==> config.mk <==
export PLATFORM = sky130hd
export DESIGN_NAME = hub75_fetchshift_flat
export DESIGN_NICKNAME = d
export VERILOG_FILES = /design/src/rtl/hub75_fetchshift_if.sv /design/src/rtl/hub75_fetchshift.sv /design/src/flat_wrapper.sv
export SDC_FILE = /design/constraint.sdc
export NUM_CORES = 1
export LEC_CHECK = 0
export CAP_MARGIN = 20
export CELL_PAD_IN_SITES_DETAIL_PLACEMENT = 1
export CELL_PAD_IN_SITES_GLOBAL_PLACEMENT = 1
export CORE_MARGIN = 5
export CORE_UTILIZATION = 28
export DETAILED_ROUTE_END_ITERATION = 16
export PLACE_DENSITY_LB_ADDON = 0.1
export SLEW_MARGIN = 20
export SYNTH_ARGS = -nofsm -noshare
export SYNTH_HDL_FRONTEND = slang
export SYNTH_SLANG_ARGS = --single-unit
==> constraint.sdc <==
create_clock -name sys_clk -period 3.7 [get_ports sys_clk]
set_input_delay 0.37 -clock sys_clk [delete_from_list [all_inputs] [get_ports sys_clk]]
set_output_delay 0.37 -clock sys_clk [all_outputs]
set_load 0.005 [all_outputs]
==> src/rtl/hub75_fetchshift_if.sv <==
// hub75_fetchshift_if: start/status handshake, frame-buffer read port and panel pins
// of the column fetch/shift engine.
interface hub75_fetchshift_if #(parameter int COL_W = 6);
    logic               start;
    logic [2:0]         bit_in;
    logic [5:0]         row_in;
    logic               busy;
    logic [5+COL_W:0]   ram_addr;
    logic               ram_rd;
    logic [47:0]        ram_data;
    logic               r0, g0, b0, r1, g1, b1;
    logic               shift_clk;
    modport master (
        output start, bit_in, row_in, ram_data,
        input  busy, ram_addr, ram_rd, r0, g0, b0, r1, g1, b1, shift_clk
    );
    modport slave (
        input  start, bit_in, row_in, ram_data,
        output busy, ram_addr, ram_rd, r0, g0, b0, r1, g1, b1, shift_clk
    );
endinterface

==> src/rtl/hub75_fetchshift.sv <==
// hub75_fetchshift: reads one row pair from the frame buffer and shifts one bit plane
// of it into the panel column drivers, four cycles per column.
module hub75_fetchshift #(
    parameter int COLS  = 64,
    parameter int COL_W = 6
) (
    input  logic             sys_clk,
    input  logic             rst,
    hub75_fetchshift_if.slave bus
);
    localparam logic [2:0] IDLE  = 3'd0;
    localparam logic [2:0] ADDR  = 3'd1;
    localparam logic [2:0] LOAD  = 3'd2;
    localparam logic [2:0] SETUP = 3'd3;
    localparam logic [2:0] CLK   = 3'd4;
    localparam logic [2:0] DONE  = 3'd5;
    logic [2:0]       state, state_nx;
    logic [COL_W-1:0] col;
    logic [5:0]       row_lat;
    logic [2:0]       bit_lat;
    logic             last;
    assign last         = col == COL_W'(COLS - 1);
    assign bus.busy     = state != IDLE;
    assign bus.ram_rd   = state == ADDR;
    assign bus.ram_addr = {row_lat, col};
    always_comb begin
        state_nx = (state == IDLE)  ? (bus.start ? ADDR : IDLE) :
                   (state == ADDR)  ? LOAD :
                   (state == LOAD)  ? SETUP :
                   (state == SETUP) ? CLK :
                   (state == CLK)   ? (last ? DONE : ADDR) : IDLE;
    end
    // shift_clk is registered from SETUP so it is high exactly during CLK
    always_ff @(posedge sys_clk) begin
        if (rst) begin
            state         <= IDLE;
            col           <= '0;
            row_lat       <= '0;
            bit_lat       <= '0;
            bus.shift_clk <= 1'b0;
            {bus.r0, bus.g0, bus.b0, bus.r1, bus.g1, bus.b1} <= '0;
        end else begin
            state         <= state_nx;
            bus.shift_clk <= state == SETUP;
            if (state == IDLE && bus.start) begin
                row_lat <= bus.row_in;
                bit_lat <= bus.bit_in;
                col     <= '0;
            end
            if (state == CLK && !last)
                col <= col + 1'b1;
            if (state == LOAD)
                {bus.r0, bus.g0, bus.b0, bus.r1, bus.g1, bus.b1} <= {
                    bus.ram_data[{3'd5, bit_lat}], bus.ram_data[{3'd4, bit_lat}],
                    bus.ram_data[{3'd3, bit_lat}], bus.ram_data[{3'd2, bit_lat}],
                    bus.ram_data[{3'd1, bit_lat}], bus.ram_data[{3'd0, bit_lat}]};
        end
    end
endmodule
==> src/flat_wrapper.sv <==
// flat-port wrapper written by rule: the top's interface ports become plain ports
module hub75_fetchshift_flat 
#(
    parameter int COLS  = 64,
    parameter int COL_W = 6
)
  (sys_clk, rst, bus_start, bus_bit_in, bus_row_in, bus_ram_data, bus_busy, bus_ram_addr, bus_ram_rd, bus_r0, bus_g0, bus_b0, bus_r1, bus_g1, bus_b1, bus_shift_clk);
  hub75_fetchshift_if #(.COL_W(COL_W)) bus_i ();
  input  logic sys_clk;
  input  logic rst;
  input wire logic [$bits(bus_i.start)-1:0] bus_start;
  input wire logic [$bits(bus_i.bit_in)-1:0] bus_bit_in;
  input wire logic [$bits(bus_i.row_in)-1:0] bus_row_in;
  input wire logic [$bits(bus_i.ram_data)-1:0] bus_ram_data;
  output wire logic [$bits(bus_i.busy)-1:0] bus_busy;
  output wire logic [$bits(bus_i.ram_addr)-1:0] bus_ram_addr;
  output wire logic [$bits(bus_i.ram_rd)-1:0] bus_ram_rd;
  output wire logic [$bits(bus_i.r0)-1:0] bus_r0;
  output wire logic [$bits(bus_i.g0)-1:0] bus_g0;
  output wire logic [$bits(bus_i.b0)-1:0] bus_b0;
  output wire logic [$bits(bus_i.r1)-1:0] bus_r1;
  output wire logic [$bits(bus_i.g1)-1:0] bus_g1;
  output wire logic [$bits(bus_i.b1)-1:0] bus_b1;
  output wire logic [$bits(bus_i.shift_clk)-1:0] bus_shift_clk;
  assign bus_i.start = bus_start;
  assign bus_i.bit_in = bus_bit_in;
  assign bus_i.row_in = bus_row_in;
  assign bus_i.ram_data = bus_ram_data;
  assign bus_busy = bus_i.busy;
  assign bus_ram_addr = bus_i.ram_addr;
  assign bus_ram_rd = bus_i.ram_rd;
  assign bus_r0 = bus_i.r0;
  assign bus_g0 = bus_i.g0;
  assign bus_b0 = bus_i.b0;
  assign bus_r1 = bus_i.r1;
  assign bus_g1 = bus_i.g1;
  assign bus_b1 = bus_i.b1;
  assign bus_shift_clk = bus_i.shift_clk;
  hub75_fetchshift #(.COLS(COLS), .COL_W(COL_W)) u_core (.sys_clk(sys_clk), .rst(rst), .bus(bus_i));
endmodule
==> metrics.txt <==
unique cell type count in the Yosys netlist 36; Port Buffers 80; Hold Crit Class flop to flop; routability congestion estimate 0.711; hold path start u_core.row_lat[0]; Die Width 79.1 um; # clock sinks 25; worst reg-to-reg setup slack 1.67 ns; Post-Route WL 4610 um; final hold vios 0; crit-path max FO 13; Setup crit end kind flop; core area 4690 um^2; peak supply drop 0.000195 V; CP required 3.86 ns; Root Buffer clkbuf_8; Endpoint, Worst Hold u_core.row_lat[0]; Yosys warnings 0; nets@finish 272; number of synthesized register bits 25; cell internal pwr 0.000486 W; Setup Fix Bufs, Post-CTS 0; Starting Density 28.5%; # diodes 0; CTS Buf Count 3; Final setup viols 0; Startpoint Class flop; Remaining DRCs 0; GRT Residual Overflow 0; outcome completed; RSZ-0062 raised after global routing no; first-pass GRT wire length 7270 um; Comb power frac 27.5%; clk buf depth 2; DRT Pass-1 Iters 2; hold buffer count at CTS 0; reg2reg start u_core.bit_lat[0]; synthesized instance count 134; placed inst area 2160 um^2; net switching power 0.000161 W; setup TNS 0 ns; initial antenna violation count 0; DP HPWL 3690 um; Critical Path AT 2.19 ns; Vias/cell 5.22; Final period util 54.8%; Sequential Power Share 47.8%; power share of the clock group 24.6%; post-route cell area 2210 um^2; later-pin clock latency in the skew report 0.26 ns; CTS tree done; sequential cell area fraction in the yosys report 37.5%; Ports 81; Switching Share 24.9%; max-slew violations 0; min Tclk post-route 2.03 ns; Cell Rows 25; First DRT Iteration DRCs 48; max_slew headroom 46.2%; Worst Reg2Reg Path Length in Cells 3; Max Cap Viol 0; CTS resizes 0; layout cells sized above 1 8.10%; Worst Hold Depth 2; Detail Route Antenna Nets 0; syn_area_per_cell 9.97 um^2; PnR worst setup slack 1.67 ns; largest net degree at the start of global routing 23; Post-Syn Area 1340 um^2; Lkg Pwr 0.755 nW; die area 6250 um^2; achievable clock frequency 0.493 GHz; R2R Path End u_core.bus.b0; worst slew pin tran 0.806 ns; clk slew on worst S/H paths 0.09 ns; DR vias 1,379; Setup Skew 0.00335 ns; CP Class flop to flop; vias in the first global route 1,439; Syn-to-layout area delta 65.1%; Synthesized Nets 195; WL/cell 17.5 um; Vert. Die Dim 79.1 um; Global Route Usage Sum 14.7%; Power Density 293 nW/um^2; post-place setup slack 1.53 ns; htree depth 1
==> stage by stage <==
step | total power [W] | utilization [%] | std cells | hold slack (ns)
4_1_cts | 0.000657 | 47.0 | 264 | 0.467
3_3_place_gp | 0.000492 | 46.1 | 260 | 0.450
5_1_grt | 0.000685 | 47.0 | 264 | 0.490
2_1_floorplan | 0.000387 | - | 134 | 0.445
6_report | 0.000647 | 47.0 | 264 | 0.460
3_5_place_dp | 0.000496 | 46.1 | 260 | 0.455
==> placed cells by master (no fill, tap or decap) <==
cell / n
a22oi_1: 1
a211oi_1: 1
dfxtp_1: 25
nor3_1: 4
mux2i_1: 1
a311o_1: 1
a221o_1: 6
clkbuf_1: 1
o21ai_0: 2
clkdlybuf4s50_1: 80
nor3b_1: 1
xnor2_1: 1
inv_1: 2
ha_1: 1
or3b_1: 1
nor2b_1: 6
clkbuf_8: 3
nor2_1: 9
nand4b_1: 1
a31oi_1: 1
or2_2: 2
nand3_1: 4
nor2_2: 1
a2111oi_0: 1
and4_1: 1
mux2_1: 1
and3_1: 1
mux4_2: 10
mux4_1: 2
and4bb_2: 1
nand2_1: 21
a21oi_1: 14
or3_1: 2
or4b_1: 1
==> power groups by stage <==
stage	sequential [W]	combinational, W	clock [W]
6_report	0.000310	0.000178	0.000159
3_5_place_dp	0.000317	0.000180	0
3_3_place_gp	0.000315	0.000176	0
4_1_cts	0.000310	0.000181	0.000165
5_1_grt	0.000314	0.000192	0.000179
2_1_floorplan	0.000301	0.0000859	0
==> state kept, by name (all words and copies together) (netlist names) <==
register              flops
u_core.bus.r0             1
u_core.bit_lat            3
u_core.col                6
u_core.bus.b0             1
u_core.state              3
u_core.bus.r1             1
u_core.bus.g1             1
u_core.row_lat            6
u_core.bus.b1             1
u_core.bus.shift_clk      1
u_core.bus.g0             1
==> synth_stat cells, drive strengths merged <==
library cell / count / area, um^2
and4bb: 1 / 12.5
o21ai: 2 / 10.0
and4: 1 / 8.76
buf: 5 / 32.5
mux4: 12 / 278
nand4b: 1 / 8.76
or2: 2 / 12.5
mux2: 1 / 11.3
nor2b: 6 / 37.5
or4b: 1 / 10.0
nor3b: 1 / 7.51
xnor2: 1 / 8.76
nand2: 21 / 78.8
a22oi: 1 / 7.51
clkbuf: 3 / 11.3
or3b: 1 / 8.76
inv: 2 / 7.51
dfxtp: 25 / 500
nor3: 4 / 20.0
nand3: 4 / 20.0
a311o: 1 / 10.0
a211oi: 1 / 7.51
ha: 1 / 12.5
and3: 1 / 6.26
nor2: 10 / 40.0
a2111oi: 1 / 8.76
a221o: 6 / 60.1
or3: 2 / 12.5
a31oi: 1 / 6.26
mux2i: 1 / 10.0
a21oi: 14 / 70.1
==> logic make-up after synthesis <==
group / after synthesis / share of synthesized area, %
buffers and inverters: 10 / 3.84
and+or+nand+nor: 56 / 21.3
AOI/OAI and AO/OA: 27 / 13.5
DFF: 25 / 37.5
adders and majority gates: 1 / 0.936
xor gates and xnor gates: 1 / 0.656
muxes: 14 / 22.4
==> critical path, cell delays in order, from the launching register on <==
cell	delay, ns
dfxtp_1	0.85
mux4_1	0.66
nor2b_1	0.15
a221o_1	0.26
==> per-layer routing <==
metal | vias up | global-route usage, % | part of all wire, %
li1 | 660 | - | -
met1 | 671 | 16.7 | 39
met2 | 44 | 27.0 | 54
met3 | 4 | 4.31 | 6.6
met4 | 0 | 3.09 | 0.91
met5 | - | 0 | 0
==> worst max-delay path by stage <==
stage / start / endpoint / slack, ns / cells past startpoint
after global routing: u_core.bit_lat[0] / u_core.bus.b0 / 1.50 / 3
after global placement: rst / u_core.bus.b1 / 1.57 / 3
after CTS: u_core.bit_lat[0] / u_core.bus.b0 / 1.61 / 3
after floorplan: u_core.bit_lat[0] / u_core.bus.g0 / 2.13 / 4
after detailed placement: rst / u_core.bus.r1 / 1.53 / 4
final: u_core.bit_lat[0] / u_core.bus.b0 / 1.67 / 3
==> area by class of cell <==
cell class	instances	area [um^2]
sequential	25	500
inverter	2	7.51
multi-input combinational	99	785
clock buffer	4	45.0
fill	529	2490
timing repair buffer	80	801
tap	54	67.6
No activity file was read; power rests on OpenSTA's default activity.
